## config.mk

```make
export PLATFORM = sky130hd
export DESIGN_NAME = unpack_fsm
export DESIGN_NICKNAME = d
export VERILOG_FILES = /design/src/rtl/unpack_pkg.sv /design/src/rtl/ram_sdp.sv /design/src/rtl/unpack_fsm.sv
export SDC_FILE = /design/constraint.sdc
export NUM_CORES = 1
export LEC_CHECK = 0
export ABC_AREA = 1
export CORE_UTILIZATION = 60
export CTS_CLUSTER_DIAMETER = 150
export DETAILED_ROUTE_END_ITERATION = 16
export GPL_TIMING_DRIVEN = 0
export PLACE_DENSITY = 0.77
export SLEW_MARGIN = 20
export SYNTH_ARGS = -nofsm -noshare
export SYNTH_HDL_FRONTEND = slang
export SYNTH_SLANG_ARGS = --single-unit
```

## constraint.sdc

```tcl
create_clock -name clk -period 3.25 [get_ports clk]
set_clock_uncertainty 0.2 [all_clocks]
set_input_delay 0.65 -clock clk [delete_from_list [all_inputs] [get_ports clk]]
set_output_delay 0.65 -clock clk [all_outputs]
set_load 0.01 [all_outputs]
```

## src/rtl/unpack_pkg.sv

```systemverilog
// Shared types and defaults for the word-to-byte unpack engine.
package unpack_pkg;

  localparam int DEF_BYTE_W = 8;
  localparam int DEF_WORDS  = 16;

  typedef enum logic [1:0] {
    IDLE    = 2'd0,
    XFER_HI = 2'd1,
    XFER_LO = 2'd2,
    DONE    = 2'd3
  } state_t;

endpackage

```

## src/rtl/ram_sdp.sv

```systemverilog
// Simple dual-port RAM: synchronous write, combinational read, contents not reset.
// One write port and one read port, no stalls.
module ram_sdp #(
  parameter int WIDTH = 8,
  parameter int DEPTH = 16
) (
  input  logic                     clk,
  input  logic                     we,
  input  logic [$clog2(DEPTH)-1:0] waddr,
  input  logic [WIDTH-1:0]         wdata,
  input  logic [$clog2(DEPTH)-1:0] raddr,
  output logic [WIDTH-1:0]         rdata
);

  logic [WIDTH-1:0] mem [DEPTH];

  always_ff @(posedge clk) begin
    if (we) mem[waddr] <= wdata;
  end

  assign rdata = mem[raddr];

endmodule

```

## src/rtl/unpack_fsm.sv

```systemverilog
// Splits WORDS input words into 2*WORDS bytes, one byte per cycle (32 cycles start to done_out).
// No backpressure: starts and host writes are dropped while busy; UNPACK_LSB_FIRST_EN puts the low byte at even addresses.
module unpack_fsm
  import unpack_pkg::*;
#(
  parameter int BYTE_W = DEF_BYTE_W,
  parameter int WORDS  = DEF_WORDS
) (
  input  logic                       clk,
  input  logic                       rst_n,
  input  logic                       ram_in_we,
  input  logic [$clog2(WORDS)-1:0]   ram_in_addr_wr,
  input  logic [2*BYTE_W-1:0]        ram_in_data_wr,
  input  logic [$clog2(2*WORDS)-1:0] ram_out_addr_rd,
  output logic [BYTE_W-1:0]          ram_out_data_rd,
  input  logic                       opmode_in,
  output logic                       done_out
);

  localparam int KW = $clog2(WORDS);

  state_t                state, state_nxt;
  logic [KW-1:0]         k, k_nxt;
  logic                  busy;
  logic [2*BYTE_W-1:0]   word;
  logic [BYTE_W-1:0]     out_byte;
  logic [KW:0]           out_addr;

  assign busy = (state == XFER_HI) || (state == XFER_LO);

  ram_sdp #(.WIDTH(2*BYTE_W), .DEPTH(WORDS)) u_ram_in (
    .clk   (clk),
    .we    (ram_in_we && !busy),
    .waddr (ram_in_addr_wr),
    .wdata (ram_in_data_wr),
    .raddr (k),
    .rdata (word)
  );

  // Reset gates the write so an aborted transfer stops at the reset edge.
  ram_sdp #(.WIDTH(BYTE_W), .DEPTH(2*WORDS)) u_ram_out (
    .clk   (clk),
    .we    (busy && rst_n),
    .waddr (out_addr),
    .wdata (out_byte),
    .raddr (ram_out_addr_rd),
    .rdata (ram_out_data_rd)
  );

  always_ff @(posedge clk) begin
    if (!rst_n) begin
      state <= IDLE;
      k     <= '0;
    end else begin
      state <= state_nxt;
      k     <= k_nxt;
    end
  end

  always_comb begin
    state_nxt = state;
    k_nxt     = k;
    out_addr  = {k, state == XFER_LO};
`ifdef UNPACK_LSB_FIRST_EN
    out_byte  = (state == XFER_HI) ? word[BYTE_W-1:0] : word[2*BYTE_W-1:BYTE_W];
`else
    out_byte  = (state == XFER_HI) ? word[2*BYTE_W-1:BYTE_W] : word[BYTE_W-1:0];
`endif
    case (state)
      IDLE, DONE: begin
        if (opmode_in) begin
          state_nxt = XFER_HI;
          k_nxt     = '0;
        end
      end
      XFER_HI: state_nxt = XFER_LO;
      XFER_LO: begin
        k_nxt     = k + 1'b1;
        state_nxt = (k == KW'(WORDS - 1)) ? DONE : XFER_HI;
      end
      default: state_nxt = IDLE;
    endcase
  end

  assign done_out = (state == DONE);

endmodule

```

# Yosys cells after proc, flatten, opt, wreduce, memory -nomap -nowiden
# Memories as Yosys holds them, arrays and structs flattened. A register that Yosys moved wholly into a read port is not among the register bits.
# Index checks and enable logic that the tools add are counted.
[word_totals]
ram_bits = 512
elab_cells = 30
reg_bits = 6
output_inout_bits = 9
rom_bits = 0
latch_bits = 0
in_bits = 29
n_memories = 2
[op_classes]
order_cmp = 0
div = 0
n_eq_ne = 5
n_bitwise = 0
addsub = 1
mul = 0
shifts = 0
mux = 12
n_reduce_logical = 8
[mem_list]
columns = ["memory", "words", "word_bits", "rd", "rd_ports_with_merged_regs", "write_ports", "line", "source"]
rows = [
  ["u_ram_in.mem", 16, 16, 1, 1, 1, "ram_sdp.sv:15", "logic [WIDTH-1:0] mem [DEPTH];"],
  ["u_ram_out.mem", 32, 8, 1, 0, 1, "ram_sdp.sv:15", ""],
]
[ops]
columns = ["operator", "n"]
rows = [
  ["$mux 4", 3],
  ["$mux 8", 1],
  ["$pmux 4 s2", 1],
  ["$pmux 2 s3", 1],
  ["$add 4x1->4 const B", 1],
  ["$eq 2x2->1 const B", 2],
  ["$eq 4x4->1 const B", 1],
  ["$mux 1", 4],
  ["$mux 2", 2],
  ["$eq 2x1->1 const B", 1],
  ["$logic_and 1x1->1", 2],
  ["$logic_not 2->1", 1],
  ["$ne 2x2->1 const B", 1],
  ["$reduce_and 2->1", 1],
  ["$reduce_bool 2->1", 1],
  ["$reduce_or 2->1", 1],
  ["$logic_not 1->1", 1],
  ["$logic_or 1x1->1", 1],
]

# Depth between registers and ports, before layout
# Gate-level depths: netlist of the first run.
[logic_depth]
word_depth = 6
mapped_depth = 11
mapped_depth_nobuf = 9

# Modules after synthesis
# From an unflattened synthesis of the first run, not the netlist that was laid out.
[unflattened]
hier_cells = 2051
hier_area_um2 = 22147.5
[by_module_without_submodules]
columns = ["mod", "instances", "seq_area_each_um2", "cells_each", "area_each_um2"]
rows = [
  ["ram_sdp at u_ram_in", 1, 7687.4, 1058, 11060.6],
  ["ram_sdp at u_ram_out", 1, 7687.4, 914, 10626.4],
  ["unpack_fsm", 1, 120.1, 79, 460.4],
]

# Worst setup path before layout of the first run
# Ideal clock, no wire load.
[synth_timing]
path_type = "input port to output port"
start = "input port ram_out_addr_rd[2]"
end = "output port ram_out_data_rd[3]"
arrival_ns = 1.508
cell_stages = 8
slack_ns = 0.892
t_required_ns = 2.400
n_path_buf = 2
path_cell_list = "clkbuf_1 buf_1 nand3_1 nand2_1 nand2_1 nand2_1 nand2_1 nand2_1"
[synth_via]
elab_chain_cells = 1
[synth_rtl]
columns = ["element", "line", "source"]
rows = [
  ["from (decl)", "unpack_fsm.sv:14", "input logic [$clog2(2*WORDS)-1:0] ram_out_addr_rd,"],
  ["$mem_v2 32x8", "n/a", ""],
  ["to (decl)", "unpack_fsm.sv:15", "output logic [BYTE_W-1:0] ram_out_data_rd,"],
]
# Every way passes these cells.

# Worst setup path in the final report of the first run
[layout_timing]
start = "input port ram_out_addr_rd[0]"
end = "output port ram_out_data_rd[4]"
# Same word-level chain as after synthesis.

==> out/results.ini, run 1 <==
[clock_network]
clk_pin_slew_ps=60
clock_path_buffers=3
post_cts_resized=42
cts_buffers=50
clockRootBuffer=clkbuf_16
postCtsHoldBufs=0
cts_sinks=522
tritoncts=done
post_cts_buffers=0
h-tree-depth=2
clock_latency_ps=570

[global_route]
grt_overflow=0
grt_max_degree=33
grt_pass1_vias=14000
track_usage=0.298
grt_pass1_wl_mm=80.0
antenna_found_initial=0

[placed_design]
dpl.hpwl_mm=35.7
pre_cts_ws_ps=-597
place_inst=2365
portBuffers=34
gp_congestion=0.936

[setup_path]
worstPathCellList=clkdlybuf4s15_2, inv_2, buf_12, buf_8, nand2_1, nand3_1, nand3_1, nand2_2, nand2_1, nand2_1, nand2_1, nand2_1, dlygate4sd2_1
slowest_delay_ps=270
path_common_cell=nand2_1
crit_slowest_cell=dlygate4sd2_1
critPathLaunch=ram_out_addr_rd[0]
path_max_fanout=10
start_kind=primary input
r2r_start=state[0]$_SDFFE_PN0P_
criticalPathCategory=in2out
crit_buf_inv=5
required_ps=2400
cp_top_family=buffers and inverters
arrival_ps=2260
cp-end-kind=primary output

[logic_synthesis]
netlist_area_sq_um=21500
synth_edf_count=512
yosys_warnings=0
synthTopCellsByArea=edfxtp_1 72%, nand2_1 13%, nand3_1 9.2%
synthArstFlopShare=0
yosysTopAreaCellShare=0.716
synth.largest_area_cell=edfxtp_1
synth_nets=1895
synthDistinctLibCells=19
post_synth.cell_area_avg_sq_um=11.5
syn_inst=1860
synth_top_flop_cell=edfxtp_1
netlist_top_cells_count=738 x nand2_1, 512 x edfxtp_1, 397 x nand3_1
synth-seq-area-share=0.725
ys_ff_latch=522
synthMostInstantiatedCell=nand2_1

[layout]
finalNonFillerCells=2452
diodes=0
drive_above_1_share=0.103
area_growth_pct=12.9
nets=1998

[detailed_routing]
firstDrtPassIters=5
drt_iter0_markers=1472
antenna_left=0
wl_mm=52.6
vias=14300
avgViaCountPerCell=5.82
route.detailed.drc=0
wire_per_inst_um=21.5

[pwr]
p_total_w=0.0148
leakagePower_nw=8.99
powerDensity_nw_per_um2=610
ir_drop_uv=596

[sta]
slew_headroom=0.408
drv_slew=0
fmax_ghz=0.322
setup_ws_ps=144
setup_viol=0
worstMarginPinSlew_ps=885
fin_crit_ps=3110
rsz0062_at_grt=false
final.period_utilization=0.956
hold_violations=0

[floorplanning]
io_pins=38
die_y_um=191
die_w_um=191
initial_core_util=0.616
dieArea_sq_um=36600
core.rowCount=68
fp.coreArea_sq_um=34900

[flow_run]
drv_cap=0

[worst_hold_path]
worstHoldStart=k[1]$_SDFFE_PN0P_
hold_path.class=reg2reg

[status]
status=finished clean

## cell families after synthesis
family / count (synthesis) / share of synthesized area
AOI/OAI and AO/OA: 9 / 0.00233
adders and majority gates: 6 / 0.00349
buffers and inverters: 131 / 0.0375
DFF: 522 / 0.725
and+or+nand+nor: 1192 / 0.232
## layer usage
| metal | global-route usage | part of all wire |
|---|---|---|
| met4 | 0.135 | 0.042 |
| met1 | 0.369 | 0.38 |
| met2 | 0.518 | 0.51 |
| met5 | 0 | 0 |
| met3 | 0.0450 | 0.072 |
## sequential cells by signal, indices dropped and copies added (netlist names), named ones only
register,cells
k,4
u_ram_out.mem,256
u_ram_in.mem,256
state,2
## power by group
part           internal [W]  switching, W
registers           0.00770     0.0000242
clock network       0.00309       0.00234
logic              0.000421       0.00122
## through the flow
step,hold WS (ps),utilization,instance area [sq um],setup TNS [ps]
after floorplan,303,-,21500,0
after CTS,369,0.695,24200,0
after detailed placement,354,0.649,22600,-19510
final,371,0.695,24200,0
after global routing,417,0.695,24200,0
after global placement,352,0.642,22400,-29150
## cell type report
type / count / area [sq um]
clock inverter: 14 / 66.3
inverter: 27 / 104
tap: 455 / 569
fill: 2433 / 10600
timing repair buffer: 51 / 529
multi-input combinational: 1207 / 5170
sequential: 522 / 15600
clock buffer: 72 / 1460
buffer: 104 / 767
## final timing paths
| path | to | slack (ps) | cells past startpoint |
|---|---|---|---|
| min | flop | 370 | 2 |
| max | ram_out_data_rd[4] | 140 | 13 |
| min reg2reg | flop | 370 | 2 |
| max reg2reg | u_ram_out.mem[30][5]$_DFFE_PP_ | 260 | 5 |
## cell usage in the layout, fill, tap and decap left out, types with 6 or more instances in the layout
cell type | Yosys | layout
nand2_1 | 738 | 727
edfxtp_1 | 512 | 512
nand3_1 | 397 | 396
clkbuf_16 | 0 | 53
buf_6 | 25 | 39
nor2_1 | 55 | 39
buf_2 | 37 | 30
buf_4 | 21 | 28
clkdlybuf4s50_1 | 0 | 24
clkbuf_1 | 15 | 23
inv_1 | 22 | 22
nor2_2 | 0 | 16
nand2_2 | 0 | 11
dfxtp_1 | 10 | 10
clkinv_1 | 1 | 9
dlygate4sd2_1 | 0 | 9
clkbuf_8 | 0 | 7
ha_1 | 6 | 6
## tightest hold or removal path, cell delays in order (launching register included)
cell     delay [ps]
dfxtp_1         370
nand2_1          90
a21oi_1          70
Note: power is estimated with default switching activity, not from simulation.
==> run 2, diff against run 1 <==
--- a/config.mk
+++ b/config.mk
@@ -9,7 +9,6 @@
 export CORE_UTILIZATION = 60
 export CTS_CLUSTER_DIAMETER = 150
 export DETAILED_ROUTE_END_ITERATION = 16
-export GPL_TIMING_DRIVEN = 0
 export PLACE_DENSITY = 0.77
 export SLEW_MARGIN = 20
 export SYNTH_ARGS = -nofsm -noshare
==> out/results.ini, run 2 (synthesis gave the netlist of run 1 again) <==
[setup_path]
criticalPathCategory=in2out
cp-end-kind=primary output
arrival_ps=2310
required_ps=2400
path_max_fanout=21
start_kind=primary input

[layout]
area_growth_pct=13.3
drive_above_1_share=0.101
reg_top3=u_ram_in.mem (256), u_ram_out.mem (256), k (4)
layout_common_cells=738 x nand2_1, 512 x edfxtp_1, 397 x nand3_1, 80 x buf_4, 53 x clkbuf_16
diodes=0
design_area_sq_um=24300
nets=1982
finalNonFillerCells=2445
layout_commonest_cell=nand2_1

[global_route]
antenna_found_initial=0
track_usage=0.288
grt_overflow=0
grt_max_degree=129
grt_pass1_vias=13800
grt_pass1_wl_mm=78.2

[floorplanning]
fp.coreArea_sq_um=34900
die_y_um=191
core.rowCount=68
die_w_um=191
initial_core_util=0.616
io_pins=38
dieArea_sq_um=36600

[clock_network]
tritoncts=done
clk_pin_slew_ps=60
h-tree-depth=2
cts_sinks=522
postCtsHoldBufs=0
clockRootBuffer=clkbuf_16
clock_path_buffers=3
clock_latency_ps=590
cts_buffers=51

[detailed_routing]
antenna_left=0
wire_per_inst_um=21.0
firstDrtPassIters=5
wl_mm=51.4
avgViaCountPerCell=5.85
drt_iter0_markers=1615
route.detailed.drc=0
vias=14300

[pwr]
powerDensity_nw_per_um2=611
ir_drop_uv=484
leakagePower_nw=9.07

[sta]
slew_headroom=0.453
fmax_ghz=0.317
setup_ws_ps=93.3
rsz0062_at_grt=false
final.period_utilization=0.971
drv_slew=0
worstMarginPinSlew_ps=820
hold_violations=0
fin_tns_setup_ps=0
fin_crit_ps=3160
holdWs_ps=370
setup_viol=0

[placed_design]
dpl.hpwl_mm=31.1
portBuffers=37
gp_congestion=0.916
place_inst=2347
pre_cts_ws_ps=-137
place_area_sq_um=22700

[worst_hold_path]
hold_path.class=reg2reg

[flow_run]
drv_cap=0

[status]
status=finished clean

[run 2: stage by stage]
| stage | utilization | power [W] |
|---|---|---|
| global placement | 0.650 | 0.00933 |
| CTS | 0.695 | 0.0149 |
| global route | 0.698 | 0.0153 |
| finish | 0.698 | 0.0149 |
| detailed placement | 0.650 | 0.00938 |
| floorplan | - | 0.00879 |
[run 2: power breakdown]
group | switching (W) | total [W] | leakage, nW | internal (W)
Clock | 0.00246 | 0.00560 | 0.777 | 0.00314
Combinational | 0.00114 | 0.00156 | 3.59 | 0.000422
Sequential | 0.0000235 | 0.00771 | 4.70 | 0.00768
Total | 0.00362 | 0.0149 | 9.07 | 0.0112
[run 2: worst max-delay path: stages]
cell and delay (ps):
buf_6 160, buf_6 160, buf_12 160, nand2_1 60, nand3_1 160, nand3_1 100
nand2_1 70, nand2_1 50, nand2_1 60, nand2_1 40, nand2_1 80, clkdlybuf4s50_1 540
[run 2: layout make-up]
class	count	area [sq um]
sequential	522	15600
fill	2344	10500
multi-input combinational	1207	5140
timing repair buffer	138	1370
clock buffer	63	1320
tap	455	569
clock inverter	33	256
inverter	27	110
[run 2: metal layers]
metal	wire length, um	track usage	up-vias
met4	1950	0.127	0
li1	-	-	6614
met2	26100	0.492	738
met3	4190	0.0475	131
met5	0	0	-
met1	19200	0.365	6826
[run 2: final timing paths]
path / from / end / slack (ps) / cells after the start
setup / recovery: ram_out_addr_rd[0] / ram_out_data_rd[2] / 90 / 12
hold / removal: k[1]$_SDFFE_PN0P_ / flop / 370 / 2
setup reg to reg: flop / u_ram_out.mem[9][3]$_DFFE_PP_ / 610 / 11
hold reg to reg: k[1]$_SDFFE_PN0P_ / flop / 370 / 2
[run 2: timing repair]
item	CTS	global route
endpoints found under the setup margin	8	8
cloned	0	2
gates resized for setup	3	11
setup buffers	0	0
hold endpoints to repair	0	0
==> run 3, diff against run 2 <==
--- a/config.mk
+++ b/config.mk
@@ -9,7 +9,9 @@
 export CORE_UTILIZATION = 60
 export CTS_CLUSTER_DIAMETER = 150
 export DETAILED_ROUTE_END_ITERATION = 16
+export MAX_ROUTING_LAYER = met4
 export PLACE_DENSITY = 0.77
+export SETUP_SLACK_MARGIN = 0.02
 export SLEW_MARGIN = 20
 export SYNTH_ARGS = -nofsm -noshare
 export SYNTH_HDL_FRONTEND = slang
==> out/results.ini, run 3 (synthesis gave the netlist of run 1 again) <==
[sta]
rsz0062_at_grt=true
fmax_ghz=0.317
setup_viol=0
fin_crit_ps=3160
drv_slew=0
final.period_utilization=0.972
fin_tns_setup_ps=0
holdWs_ps=372
worstMarginPinSlew_ps=779
slew_headroom=0.480
hold_violations=0

[global_route]
top_usage_layer=met2
grt_overflow=0
antenna_found_initial=0
grt_pass1_wl_mm=77.7
grt_max_degree=129
grt_pass1_vias=14100
track_usage=0.296
grtUsageMet2=0.495
gr-usage-met1=0.354
met3_usage=0.0387

[setup_path]
slowest_delay_ps=530
worstPathCellList=buf_4, inv_8, buf_8, nand2_1, nand3_1, nand3_1, nand2_1, nand2_1, nand2_1, nand2_1, nand2_1, clkdlybuf4s50_1
start_kind=primary input
path_common_cell=nand2_1
required_ps=2400
rrSetupSlack_ps=600
ff2ff_path_depth=11
arrival_ps=2310
crit_slowest_cell=clkdlybuf4s50_1
path_max_fanout=19
cp-end-kind=primary output
criticalPathCategory=in2out
timing.rr.end=u_ram_out.mem[10][7]$_DFFE_PP_

[layout]
nets=1990
area_growth_pct=14.2
layout_common_cells=738 x nand2_1, 512 x edfxtp_1, 396 x nand3_1, 83 x buf_4, 53 x clkbuf_16
layout_commonest_cell=nand2_1
reg_top3=u_ram_in.mem (256), u_ram_out.mem (256), k (4)
nFillCells=2375
utilization=0.703
diodes=0
drive_above_1_share=0.103
design_area_sq_um=24500

[floorplanning]
fp.coreArea_sq_um=34900
die_w_um=191
initial_core_util=0.616
die_y_um=191
dieArea_sq_um=36600
core.rowCount=68
io_pins=38

[status]
status=finished clean

[placed_design]
dpl.hpwl_mm=31.1
place_area_sq_um=22800
portBuffers=37
gp_congestion=0.928

[detailed_routing]
firstDrtPassIters=5
avgViaCountPerCell=5.90
antenna_left=0
route.detailed.drc=0
vias=14500
wl_mm=51.8
drt_iter0_markers=1541
wire_per_inst_um=21.1

[pwr]
ir_drop_uv=473
powerDensity_nw_per_um2=614
leakagePower_nw=9.16
p_total_w=0.0151

[worst_hold_path]
hold_path_depth=2
worstHoldStart=k[1]$_SDFFE_PN0P_
hold_path.class=reg2reg

[clock_network]
postCtsHoldBufs=0
clk_pin_slew_ps=60
clock_path_buffers=3
clockRootBuffer=clkbuf_16
h-tree-depth=2
cts_sinks=522
tritoncts=done
clock_latency_ps=590
cts_buffers=51

[flow_run]
drv_cap=0

run 3: area by class of cell:
type	instances	area [sq um]	share of cell area
Clock buffer	62	1320	0.0537
Clock inverter	32	317	0.0129
Inverter	27	110	0.00449
Multi-Input combinational cell	1207	5150	0.210
Sequential cell	522	15600	0.635
Tap cell	455	569	0.0232
Timing Repair Buffer	146	1500	0.0611
run 3: through the flow:
| stage | instances | setup slack, ps |
|---|---|---|
| after floorplan | 1860 | 892 |
| after global placement | 2354 | -175 |
| after detailed placement | 2354 | -207 |
| after CTS | 2448 | 14.0 |
| after global routing | 2451 | -13.7 |
| final | 2451 | 90.8 |
run 3: layer usage:
layer / up-vias / routed length (um)
met5: - / 0
li1: 6634 / -
met4: 0 / 2110
met3: 139 / 3920
met1: 6956 / 19400
met2: 732 / 26300
run 3: how the worst max path moves through the flow:
stage | slack (ps) | to | from
2_1_floorplan | 890 | ram_out_data_rd[3] | ram_out_addr_rd[2]
3_3_place_gp | -180 | ram_out_data_rd[1] | ram_out_addr_rd[2]
3_5_place_dp | -210 | ram_out_data_rd[6] | ram_out_addr_rd[2]
4_1_cts | 10 | ram_out_data_rd[6] | ram_out_addr_rd[0]
5_1_grt | -10 | ram_out_data_rd[5] | ram_out_addr_rd[0]
6_report | 90 | ram_out_data_rd[2] | ram_out_addr_rd[0]
run 3: report_power, final:
group / total (W) / internal [W] / switching (W) / leakage (nW)
registers: 0.00771 / 0.00768 / 0.0000240 / 4.70
clock network: 0.00579 / 0.00336 / 0.00243 / 0.784
logic: 0.00157 / 0.000430 / 0.00114 / 3.67
total: 0.0151 / 0.0115 / 0.00360 / 9.16
run 3: timing repair:
action	4_1_cts	5_1_grt
endpoints found under the setup margin	8	8
buffers inserted	0	1
resized for setup	6	11
gates cloned	0	2
run 3: critical path, delay by kind of cell:
family	cells	cell delay (ps)
buffers and inverters	4	1010
and+or+nand+nor	8	620
